===== config.mk =====
export PLATFORM = sky130hd
export DESIGN_NAME = mux_sel_sequencer_flat
export DESIGN_NICKNAME = d
export VERILOG_FILES = /design/src/rtl/mux_sel_sequencer_if.sv /design/src/rtl/mux_sel_sequencer.sv /design/src/flat_wrapper.sv
export SDC_FILE = /design/constraint.sdc
export NUM_CORES = 1
export LEC_CHECK = 0
export CORE_MARGIN = 2
export CORE_UTILIZATION = 46
export CTS_BUF_LIST = sky130_fd_sc_hd__clkbuf_2 sky130_fd_sc_hd__clkbuf_4 sky130_fd_sc_hd__clkbuf_8
export DETAILED_ROUTE_END_ITERATION = 10
export PLACE_DENSITY_LB_ADDON = 0.05
export SLEW_MARGIN = 30
export SYNTH_ARGS = -nofsm -noshare
export SYNTH_HDL_FRONTEND = slang
export SYNTH_SLANG_ARGS = --single-unit

===== constraint.sdc =====
create_clock -name clk -period 2.5 [get_ports clk]
set_input_delay 0.5 -clock clk [delete_from_list [all_inputs] [get_ports clk]]
set_output_delay 0.5 -clock clk [all_outputs]
set_load 0.1 [all_outputs]

===== src/rtl/mux_sel_sequencer_if.sv =====
// Handshake and mux-drive bundle between the word source, the select
// sequencer and the consumer of the serial mux output.
interface mux_sel_sequencer_if;
  logic       in_valid;
  logic [7:0] in_data;
  logic       in_ready;
  logic       out_ready;
  logic [7:0] word_o;
  logic [2:0] sel_o;
  logic       bit_valid_o;
  logic       last_o;
  logic       busy_o;

  // Word source / bit consumer side
  modport master (
    output in_valid,
    output in_data,
    output out_ready,
    input  in_ready,
    input  word_o,
    input  sel_o,
    input  bit_valid_o,
    input  last_o,
    input  busy_o
  );

  // Sequencer side
  modport slave (
    input  in_valid,
    input  in_data,
    input  out_ready,
    output in_ready,
    output word_o,
    output sel_o,
    output bit_valid_o,
    output last_o,
    output busy_o
  );
endinterface


===== src/rtl/mux_sel_sequencer.sv =====
// Select sequencer for an 8-to-1 bit mux: latches one word per handshake,
// then walks the select through all eight bit positions, one per accepted
// output beat. A new word can be taken on the final beat so consecutive
// words stream without a bubble.
module mux_sel_sequencer #(
  parameter bit LSB_FIRST = 1'b1
) (
  input logic                clk,
  input logic                rst_n,
  mux_sel_sequencer_if.slave bus
);

  localparam logic [2:0] FIRST = LSB_FIRST ? 3'd0 : 3'd7;
  localparam logic [2:0] FINAL = LSB_FIRST ? 3'd7 : 3'd0;

  typedef enum logic {
    IDLE  = 1'b0,
    SHIFT = 1'b1
  } state_t;

  state_t state_r;
  logic   final_s;
  logic   ready_s;

  // Next bit position in the configured walking direction.
  function automatic logic [2:0] step_sel(input logic [2:0] sel);
    if (LSB_FIRST) begin
      return sel + 3'd1;
    end else begin
      return sel - 3'd1;
    end
  endfunction

  assign final_s = (bus.sel_o == FINAL);

  // Accept window: always open when idle, otherwise only as the final beat drains.
  always_comb begin
    ready_s = 1'b0;
    case (state_r)
      IDLE:    ready_s = 1'b1;
      SHIFT:   ready_s = final_s && bus.out_ready;
      default: ready_s = 1'b0;
    endcase
  end

  // Reset closes the window immediately, independent of the registered state.
  assign bus.in_ready = rst_n && ready_s;

  // Sequencer FSM with registered word, select and beat qualifiers.
  always_ff @(posedge clk) begin
    if (!rst_n) begin
      state_r         <= IDLE;
      bus.word_o      <= 8'h00;
      bus.sel_o       <= FIRST;
      bus.bit_valid_o <= 1'b0;
      bus.last_o      <= 1'b0;
      bus.busy_o      <= 1'b0;
    end else begin
      case (state_r)
        IDLE: begin
          if (bus.in_valid) begin
            state_r         <= SHIFT;
            bus.word_o      <= bus.in_data;
            bus.sel_o       <= FIRST;
            bus.bit_valid_o <= 1'b1;
            bus.busy_o      <= 1'b1;
            bus.last_o      <= 1'b0;
          end
        end
        SHIFT: begin
          // A stalled beat holds word, select and all qualifiers.
          if (bus.out_ready) begin
            if (final_s) begin
              bus.sel_o  <= FIRST;
              bus.last_o <= 1'b0;
              if (bus.in_valid) begin
                // Back-to-back reload: stay in SHIFT with no idle beat.
                bus.word_o <= bus.in_data;
              end else begin
                // Word keeps its last value while idle.
                state_r         <= IDLE;
                bus.bit_valid_o <= 1'b0;
                bus.busy_o      <= 1'b0;
              end
            end else begin
              bus.sel_o  <= step_sel(bus.sel_o);
              bus.last_o <= (step_sel(bus.sel_o) == FINAL);
            end
          end
        end
        default: begin
          state_r         <= IDLE;
          bus.sel_o       <= FIRST;
          bus.bit_valid_o <= 1'b0;
          bus.last_o      <= 1'b0;
          bus.busy_o      <= 1'b0;
        end
      endcase
    end
  end

endmodule


===== src/flat_wrapper.sv =====
// flat-port wrapper written by rule: the top's interface ports become plain ports
module mux_sel_sequencer_flat 
#(
  parameter bit LSB_FIRST = 1'b1
)
  (clk, rst_n, bus_in_valid, bus_in_data, bus_out_ready, bus_in_ready, bus_word_o, bus_sel_o, bus_bit_valid_o, bus_last_o, bus_busy_o);
  mux_sel_sequencer_if bus_i ();
  input logic clk;
  input logic rst_n;
  input wire logic [$bits(bus_i.in_valid)-1:0] bus_in_valid;
  input wire logic [$bits(bus_i.in_data)-1:0] bus_in_data;
  input wire logic [$bits(bus_i.out_ready)-1:0] bus_out_ready;
  output wire logic [$bits(bus_i.in_ready)-1:0] bus_in_ready;
  output wire logic [$bits(bus_i.word_o)-1:0] bus_word_o;
  output wire logic [$bits(bus_i.sel_o)-1:0] bus_sel_o;
  output wire logic [$bits(bus_i.bit_valid_o)-1:0] bus_bit_valid_o;
  output wire logic [$bits(bus_i.last_o)-1:0] bus_last_o;
  output wire logic [$bits(bus_i.busy_o)-1:0] bus_busy_o;
  assign bus_i.in_valid = bus_in_valid;
  assign bus_i.in_data = bus_in_data;
  assign bus_i.out_ready = bus_out_ready;
  assign bus_in_ready = bus_i.in_ready;
  assign bus_word_o = bus_i.word_o;
  assign bus_sel_o = bus_i.sel_o;
  assign bus_bit_valid_o = bus_i.bit_valid_o;
  assign bus_last_o = bus_i.last_o;
  assign bus_busy_o = bus_i.busy_o;
  mux_sel_sequencer #(.LSB_FIRST(LSB_FIRST)) u_core (.clk(clk), .rst_n(rst_n), .bus(bus_i));
endmodule

==> Word-level counts from Yosys, hierarchy flattened <==
Cells that the tools add are included.
{ "totals": {"ff_bits": 14, "output_inout_bits": 15} }
{ "classes": {"add_sub_neg": 1, "eq_ne": 6, "n_mux": 26, "bitwise_logic": 1, "n_reduce_logical": 5} }
{ "op_table": {"columns": ["op", "n"], "rows": [
  ["8-bit 2-to-1 mux", 3],
  ["3-bit 2-to-1 mux", 7],
  ["8-bit one-hot mux with 2 select lines", 1],
  ["1-bit 2-to-1 mux", 10],
  ["2-bit != test, second input constant", 4],
  ["1-bit one-hot mux with 2 select lines", 4],
  ["3-bit equality test, second input constant", 2],
  ["3-bit one-hot mux with 2 select lines", 1],
  ["2-bit AND reduction", 2],
  ["4-bit AND reduction", 1],
  ["3-bit by 1-bit adder with 3-bit output, second input constant", 1],
  ["1-bit logical AND", 2],
  ["1-bit inverter", 1]
]} }

==> Depth between registers and ports, before layout <==
Gate-level depths: netlist of the first run.
{ "logic_depth": {"ltp_word": 9, "mapped_depth": 6, "mapped_depth_nobuf": 5} }

==> Worst setup path after synthesis of the first run <==
No wires, ideal clock.
{ "synth_timing": {"path_type": "register to output", "from": "register u_core.bus.sel_o[1]", "to": "output port bus_in_ready", "t_arrival_ns": 2.098, "t_required_ns": 2.000, "setup_slack_ns": -0.098, "path_stages_with_launch": 5, "path_buffers": 0, "path_cell_list": "dfxtp_1 ha_1 ha_1 a21boi_4 and2b_2"} }
{ "synth_between": {"elab_chain_cells": 4} }
{ "synth_lines": {"columns": ["item", "line", "text"], "rows": [
  ["from (decl)", "mux_sel_sequencer_if.sv:34", "output sel_o,"],
  ["from (signal assigned)", "mux_sel_sequencer.sv:86", "bus.sel_o <= step_sel(bus.sel_o);"],
  ["3-bit equality test", "mux_sel_sequencer.sv:34", "assign final_s = (bus.sel_o == FINAL);"],
  ["1-bit logical AND", "mux_sel_sequencer.sv:41", "SHIFT: ready_s = final_s && bus.out_ready;"],
  ["1-bit one-hot mux with 2 select lines", "mux_sel_sequencer.sv:39", "case (state_r)"],
  ["1-bit logical AND", "mux_sel_sequencer.sv:47", "assign bus.in_ready = rst_n && ready_s;"],
  ["to (decl)", "flat_wrapper.sv:13", "output wire logic [$bits(bus_i.in_ready)-1:0] bus_in_ready;"]
]} }
Every way passes these cells.

==> Worst setup path in the final report of the first run <==
{ "layout_timing": {"from": "input port bus_out_ready", "to": "output port bus_in_ready"} }
{ "layout_between": {"elab_chain_cells": 3} }
{ "layout_lines": {"columns": ["item", "line", "text"], "rows": [
  ["from (decl)", "flat_wrapper.sv:12", "input wire logic [$bits(bus_i.out_ready)-1:0] bus_out_ready;"],
  ["1-bit logical AND", "mux_sel_sequencer.sv:41", null],
  ["1-bit one-hot mux with 2 select lines", "mux_sel_sequencer.sv:39", null],
  ["1-bit logical AND", "mux_sel_sequencer.sv:47", null]
]} }
Every way passes these cells.

==> results.sh, run 1 <==
export IMPL_ys_flop_type="dfxtp_1"
export IMPL_fp_dieH_um=41.6
export IMPL_gr_total_overflow=0
export IMPL_synth_edf_count=0
export IMPL_ant_nets=0
export IMPL_rsz0062_at_grt="false"
export IMPL_drt_iter0_markers=5
export IMPL_syn_cell_area_sq_um=649
export IMPL_rows=13
export IMPL_r2r_slack_ns=0.88
export IMPL_worst_path_buf_inv=2
export IMPL_yosys_top_cells_count="nand2_1, dfxtp_1, mux2i_1"
export IMPL_track_usage=0.158
export IMPL_grt_pass1_vias=499
export IMPL_p_per_area_nw_per_um2=627
export IMPL_fillCellCount=99
export IMPL_fin_crit_sh=0.878
export IMPL_post_cts_buffers=0
export IMPL_ys_ff_latch=14
export IMPL_synth_seq_area_share=0.432
export IMPL_cts_root_to_sink_buffers=2
export IMPL_synthArstFlopShare=0
export IMPL_post_route_util=0.692
export IMPL_synth_top_cell_area_share=0.432
export IMPL_numCtsBuffers=3
export IMPL_n_antenna_cell=0
export IMPL_grt_pass1_wl_um=2160
export IMPL_slew_viol_final=0
export IMPL_synth_top_area_cell="dfxtp_1"
export IMPL_wl_per_cell_um=10.6
export IMPL_hp_class="reg2reg"
export IMPL_cpPeakStageDelay_ns=0.55
export IMPL_crit_required_ns=2.00
export IMPL_final_cells=109
export IMPL_end_kind="primary output"
export IMPL_ctsResizeCount=0
export IMPL_synth_distinct_cells=22
export IMPL_grt_max_degree=23
export IMPL_path_cells="clkdlybuf4s50_1 > a21boi_4 > and2b_2 > buf_12"
export IMPL_via_per_inst=4.90
export IMPL_dp_cells=105
export IMPL_final_area_sq_um=912
export IMPL_critPathLaunchType="input port"
export IMPL_cellLeakagePower_nw=0.410
export IMPL_dpl_instance_area_sq_um=876
export IMPL_cp_max_fo=7
export IMPL_place_ws_ns=0.305
export IMPL_yosysMostFrequentCell="nand2_1"
export IMPL_nets=110
export IMPL_clock_skew_ns=0.000415
export IMPL_syn_num_nets=83
export IMPL_dieArea_sq_um=1730
export IMPL_cts_htree_levels=1
export IMPL_core_area_sq_um=1320
export IMPL_tightestPinTransition_ns=0.522
export IMPL_setup_tns_ns=0
export IMPL_cp_top_family="buffers and inverters"
export IMPL_drc=0
export IMPL_clk_pin_slew_worst_paths_ns=0.08
export IMPL_finalSetupViolCount=0
export IMPL_arrival_ns=1.69
export IMPL_min_period_ns=2.19
export IMPL_routabilityCongestion=0.748
export IMPL_peakVddDrop_mv=0.340
export IMPL_maxCapViolCount=0
export IMPL_cts_tree="built"
export IMPL_criticalPathCategory="in2out"
export IMPL_io_pins=27
export IMPL_synth_top_cells_by_area="dfxtp_1, mux2i_1, nand2_1"
export IMPL_max_freq_ghz=0.456
export IMPL_setup_ws_ns=0.305
export IMPL_cts_sinks=14
export IMPL_dr_total_vias=534
export IMPL_port_buffer_count=26
export IMPL_cts_root_buf="clkbuf_4"
export IMPL_synth_area_per_cell_sq_um=9.55
export IMPL_die_w_um=41.6
export IMPL_hpwlAfterDp_um=854
export IMPL_synth_cells=68
export IMPL_firstDrtPassIters=4
export IMPL_hold_buffers=0
export IMPL_slew_limit_headroom=0.651
export IMPL_antenna_found_initial=0
export IMPL_clk_latency_ns=0.27
export IMPL_initial_utilization=0.493
export IMPL_routed_wl_um=1150
export IMPL_slowest_stage="clkdlybuf4s50_1"
export IMPL_yosysWarnings=0
export IMPL_drive_gt1_frac=0.266
export IMPL_hold_viol=0
export IMPL_syn_to_final_growth_pct=40.5
export IMPL_status="finished, final reports clean"
[kinds of logic (layout without fill, tap and decap cells)]
logic type / count (synthesis) / count (layout) / synth area share
buffers and inverters: 7 / 33 / 0.0694
multiplexers: 9 / 9 / 0.139
AO/OA/AOI/OAI: 7 / 7 / 0.100
adder cells (fa/ha/maj): 3 / 3 / 0.0578
flip-flops: 14 / 14 / 0.432
AND/OR/NAND/NOR: 28 / 28 / 0.202
[layer usage]
| layer | vias up | share of wire | global-route usage |
|---|---|---|---|
| met5 | - | 0 | 0 |
| met3 | 2 | 0.048 | 0.0304 |
| met4 | 0 | 0.0096 | 0.0774 |
| li1 | 281 | - | - |
| met2 | 14 | 0.48 | 0.259 |
| met1 | 237 | 0.46 | 0.195 |
[final cells by class]
cell class / count / area [sq um] / share of cell area
Multi-Input combinational cell: 47 / 324 / 0.355
Sequential cell: 14 / 283 / 0.310
Timing Repair Buffer: 27 / 243 / 0.266
Clock buffer: 4 / 36.3 / 0.0398
Tap cell: 15 / 18.8 / 0.0206
Inverter: 2 / 7.51 / 0.00823
[metrics by stage]
step / hold WS [ns] / total power, mW
3_3_place_gp: 0.443 / 0.420
3_5_place_dp: 0.451 / 0.422
6_report: 0.459 / 0.572
2_1_floorplan: 0.584 / 0.378
5_1_grt: 0.485 / 0.601
4_1_cts: 0.463 / 0.582
[worst min-delay path, cell delays in order, from the launching register on]
cell	delay (ns)
dfxtp_1	0.32
nand2_1	0.05
mux2i_1	0.05
[path summary, 6_finish.rpt]
check,startpoint,endpoint,cells after the start
worst min register to register,u_core.bus.word_o[2],u_core.bus.word_o[2],2
worst min-delay path,u_core.bus.word_o[2],u_core.bus.word_o[2],2
worst max register to register,u_core.bus.sel_o[1],u_core.bus.word_o[5],5
worst max-delay path,bus_out_ready,bus_in_ready,4
[cell usage in the layout, fill, tap and decap left out]
master / synthesis / final
nor2_1: 2 / 2
buf_12: 0 / 1
a21boi_0: 1 / 1
a32oi_1: 2 / 2
mux2i_1: 9 / 9
nand4_1: 1 / 1
nor2b_2: 1 / 1
clkdlybuf4s50_1: 0 / 11
ha_1: 3 / 3
nand3_1: 1 / 1
a21oi_1: 1 / 1
nand4b_1: 1 / 1
and2b_2: 1 / 1
o2bb2ai_1: 1 / 1
o21a_1: 1 / 1
inv_1: 2 / 2
dfxtp_1: 14 / 12
buf_4: 1 / 15
nor2b_1: 2 / 2
dfxtp_2: 0 / 2
clkbuf_4: 0 / 3
clkbuf_8: 0 / 1
nand2_1: 18 / 18
and2_1: 1 / 1
a21boi_4: 1 / 1
[flip-flops by register name, summed over array words and instances, names as in the netlist]
register           count
u_core.bus.sel_o       3
u_core.state_r         1
u_core.bus.last_o      1
u_core.bus.busy_o      1
u_core.bus.word_o      8
[where the power goes]
| group | internal [mW] | leakage (nW) | total (mW) | switching, mW |
|---|---|---|---|---|
| clock network | 0.0884 | 0.0210 | 0.157 | 0.0682 |
| logic | 0.0512 | 0.273 | 0.172 | 0.121 |
| registers | 0.235 | 0.116 | 0.243 | 0.00855 |
Power figures use the tool's default switching activity.
==> inputs of run 2 (changes only) <==
--- a/config.mk
+++ b/config.mk
@@ -8,6 +8,7 @@
 export CORE_MARGIN = 2
 export CORE_UTILIZATION = 46
 export CTS_BUF_LIST = sky130_fd_sc_hd__clkbuf_2 sky130_fd_sc_hd__clkbuf_4 sky130_fd_sc_hd__clkbuf_8
+export CTS_CLUSTER_DIAMETER = 80
 export DETAILED_ROUTE_END_ITERATION = 10
 export PLACE_DENSITY_LB_ADDON = 0.05
 export SLEW_MARGIN = 30
==> results of run 2 <==
The final DEF is identical to that of run 1; final timing and power are the same.
==> inputs of run 3 (changes only) <==
--- a/config.mk
+++ b/config.mk
@@ -5,13 +5,13 @@
 export SDC_FILE = /design/constraint.sdc
 export NUM_CORES = 1
 export LEC_CHECK = 0
-export CORE_MARGIN = 2
+export CORE_MARGIN = 5
 export CORE_UTILIZATION = 46
 export CTS_BUF_LIST = sky130_fd_sc_hd__clkbuf_2 sky130_fd_sc_hd__clkbuf_4 sky130_fd_sc_hd__clkbuf_8
 export CTS_CLUSTER_DIAMETER = 80
 export DETAILED_ROUTE_END_ITERATION = 10
 export PLACE_DENSITY_LB_ADDON = 0.05
-export SLEW_MARGIN = 30
+export SLEW_MARGIN = 20
 export SYNTH_ARGS = -nofsm -noshare
 export SYNTH_HDL_FRONTEND = slang
 export SYNTH_SLANG_ARGS = --single-unit
==> results.sh, run 3 (synthesis gave the netlist of run 1 again) <==
export IMPL_status="finished, final reports clean"
export IMPL_numCtsBuffers=3
export IMPL_ctsResizeCount=0
export IMPL_io_pins=27
export IMPL_drive_gt1_frac=0.258
export IMPL_cts_tree="built"
export IMPL_clk_pin_slew_worst_paths_ns=0.08
export IMPL_post_cts_buffers=0
export IMPL_setup_tns_ns=0
export IMPL_clk_latency_ns=0.27
export IMPL_cts_htree_levels=1
export IMPL_worst_path_buf_inv=2
export IMPL_max_freq_ghz=0.450
export IMPL_track_usage=0.138
export IMPL_cellLeakagePower_nw=0.403
export IMPL_hold_viol=0
export IMPL_core_area_sq_um=1320
export IMPL_cts_root_buf="clkbuf_4"
export IMPL_top_regs="u_core.bus.word_o: 8 flops, u_core.bus.sel_o: 3 flops"
export IMPL_largest_reg_flops=8
export IMPL_path_cells="clkdlybuf4s50_1 > a21boi_4 > and2b_2 > buf_12"
export IMPL_dieArea_sq_um=2260
export IMPL_post_route_util=0.682
export IMPL_p_per_area_nw_per_um2=604
export IMPL_syn_to_final_growth_pct=38.3
export IMPL_via_per_inst=5.11
export IMPL_clock_skew_ns=0.00195
export IMPL_fp_dieH_um=47.6
export IMPL_routabilityCongestion=0.790
export IMPL_peakVddDrop_mv=0.469
export IMPL_min_period_ns=2.22
export IMPL_cts_root_to_sink_buffers=2
export IMPL_cp_top_family="buffers and inverters"
export IMPL_dr_total_vias=552
export IMPL_cp_max_fo=7
export IMPL_layout_commonest_cell="nand2_1"
export IMPL_initial_utilization=0.493
export IMPL_grt_pass1_wl_um=2150
export IMPL_fin_crit_sh=0.888
export IMPL_rsz0062_at_grt="false"
export IMPL_slowest_stage="clkdlybuf4s50_1"
export IMPL_wl_met3_um=137
export IMPL_die_w_um=47.6
export IMPL_drc=0
export IMPL_fillCellCount=118
export IMPL_crit_required_ns=2.00
export IMPL_cts_sinks=14
export IMPL_critPathLaunchType="input port"
export IMPL_p_total_mw=0.543
export IMPL_finalSetupViolCount=0
export IMPL_drt_iter0_markers=3
export IMPL_slew_viol_final=0
export IMPL_wl_per_cell_um=12.5
export IMPL_slew_limit_headroom=0.654
export IMPL_grt_max_degree=23
export IMPL_criticalPathCategory="in2out"
export IMPL_rows=13
export IMPL_end_kind="primary output"
export IMPL_port_buffer_count=26
export IMPL_antenna_found_initial=0
export IMPL_hp_class="reg2reg"
export IMPL_final_cell_mix="nand2_1, buf_4, dfxtp_1"
export IMPL_max_flop_register="u_core.bus.word_o"
export IMPL_highest_layer="met4"
export IMPL_nets=110
export IMPL_tightestPinTransition_ns=0.516
export IMPL_gr_total_overflow=0
export IMPL_wl_met1_um=558
export IMPL_cpPeakStageDelay_ns=0.55
export IMPL_ant_nets=0
export IMPL_maxCapViolCount=0
export IMPL_wl_met2_um=637
export IMPL_firstDrtPassIters=4
export IMPL_hold_buffers=0
export IMPL_n_antenna_cell=0
export IMPL_grt_pass1_vias=536
export IMPL_routed_wl_um=1350
export IMPL_arrival_ns=1.72
export IMPL_hpwlAfterDp_um=1010
-- run 3: cell type report --
type,count,area [sq um],share of cell area
Multi-Input combinational cell,47,324,0.361
Clock buffer,3,22.5,0.0251
Sequential cell,14,283,0.315
Inverter,2,7.51,0.00836
Timing Repair Buffer,27,243,0.270
Tap cell,15,18.8,0.0209
-- run 3: worst min-delay path, delay by kind of cell (launching register included) --
kind | cells | cell delay (ns)
flip-flops | 1 | 0.32
multiplexers | 1 | 0.05
AND/OR/NAND/NOR | 1 | 0.05
-- run 3: power by group --
group	internal (mW)	switching (mW)
Sequential	0.235	0.00893
Clock	0.0558	0.0704
Combinational	0.0511	0.122
-- run 3: through the flow --
step | instances | setup slack (ns) | instance area, sq um | hold WS (ns)
after global placement | 105 | 0.312 | 876 | 0.442
after floorplan | 68 | 0.0605 | 652 | 0.584
after CTS | 108 | 0.282 | 898 | 0.469
final | 108 | 0.279 | 898 | 0.467
after global routing | 108 | 0.237 | 898 | 0.484
after detailed placement | 105 | 0.284 | 876 | 0.453
-- run 3: worst paths after layout --
path                        startpoint                   end  slack (ns)  cells past startpoint
setup / recovery         bus_out_ready          bus_in_ready        0.28                      4
hold / removal    u_core.bus.word_o[3]  u_core.bus.word_o[3]        0.47                      2
setup reg to reg   u_core.bus.sel_o[0]  u_core.bus.word_o[2]        0.89                      5
hold reg to reg   u_core.bus.word_o[3]  u_core.bus.word_o[3]        0.47                      2
-- run 3: per-layer routing --
metal	vias up	GRT usage
li1	276	-
met1	256	0.145
met2	18	0.227
met3	2	0.0639
met4	0	0.0806
met5	-	0
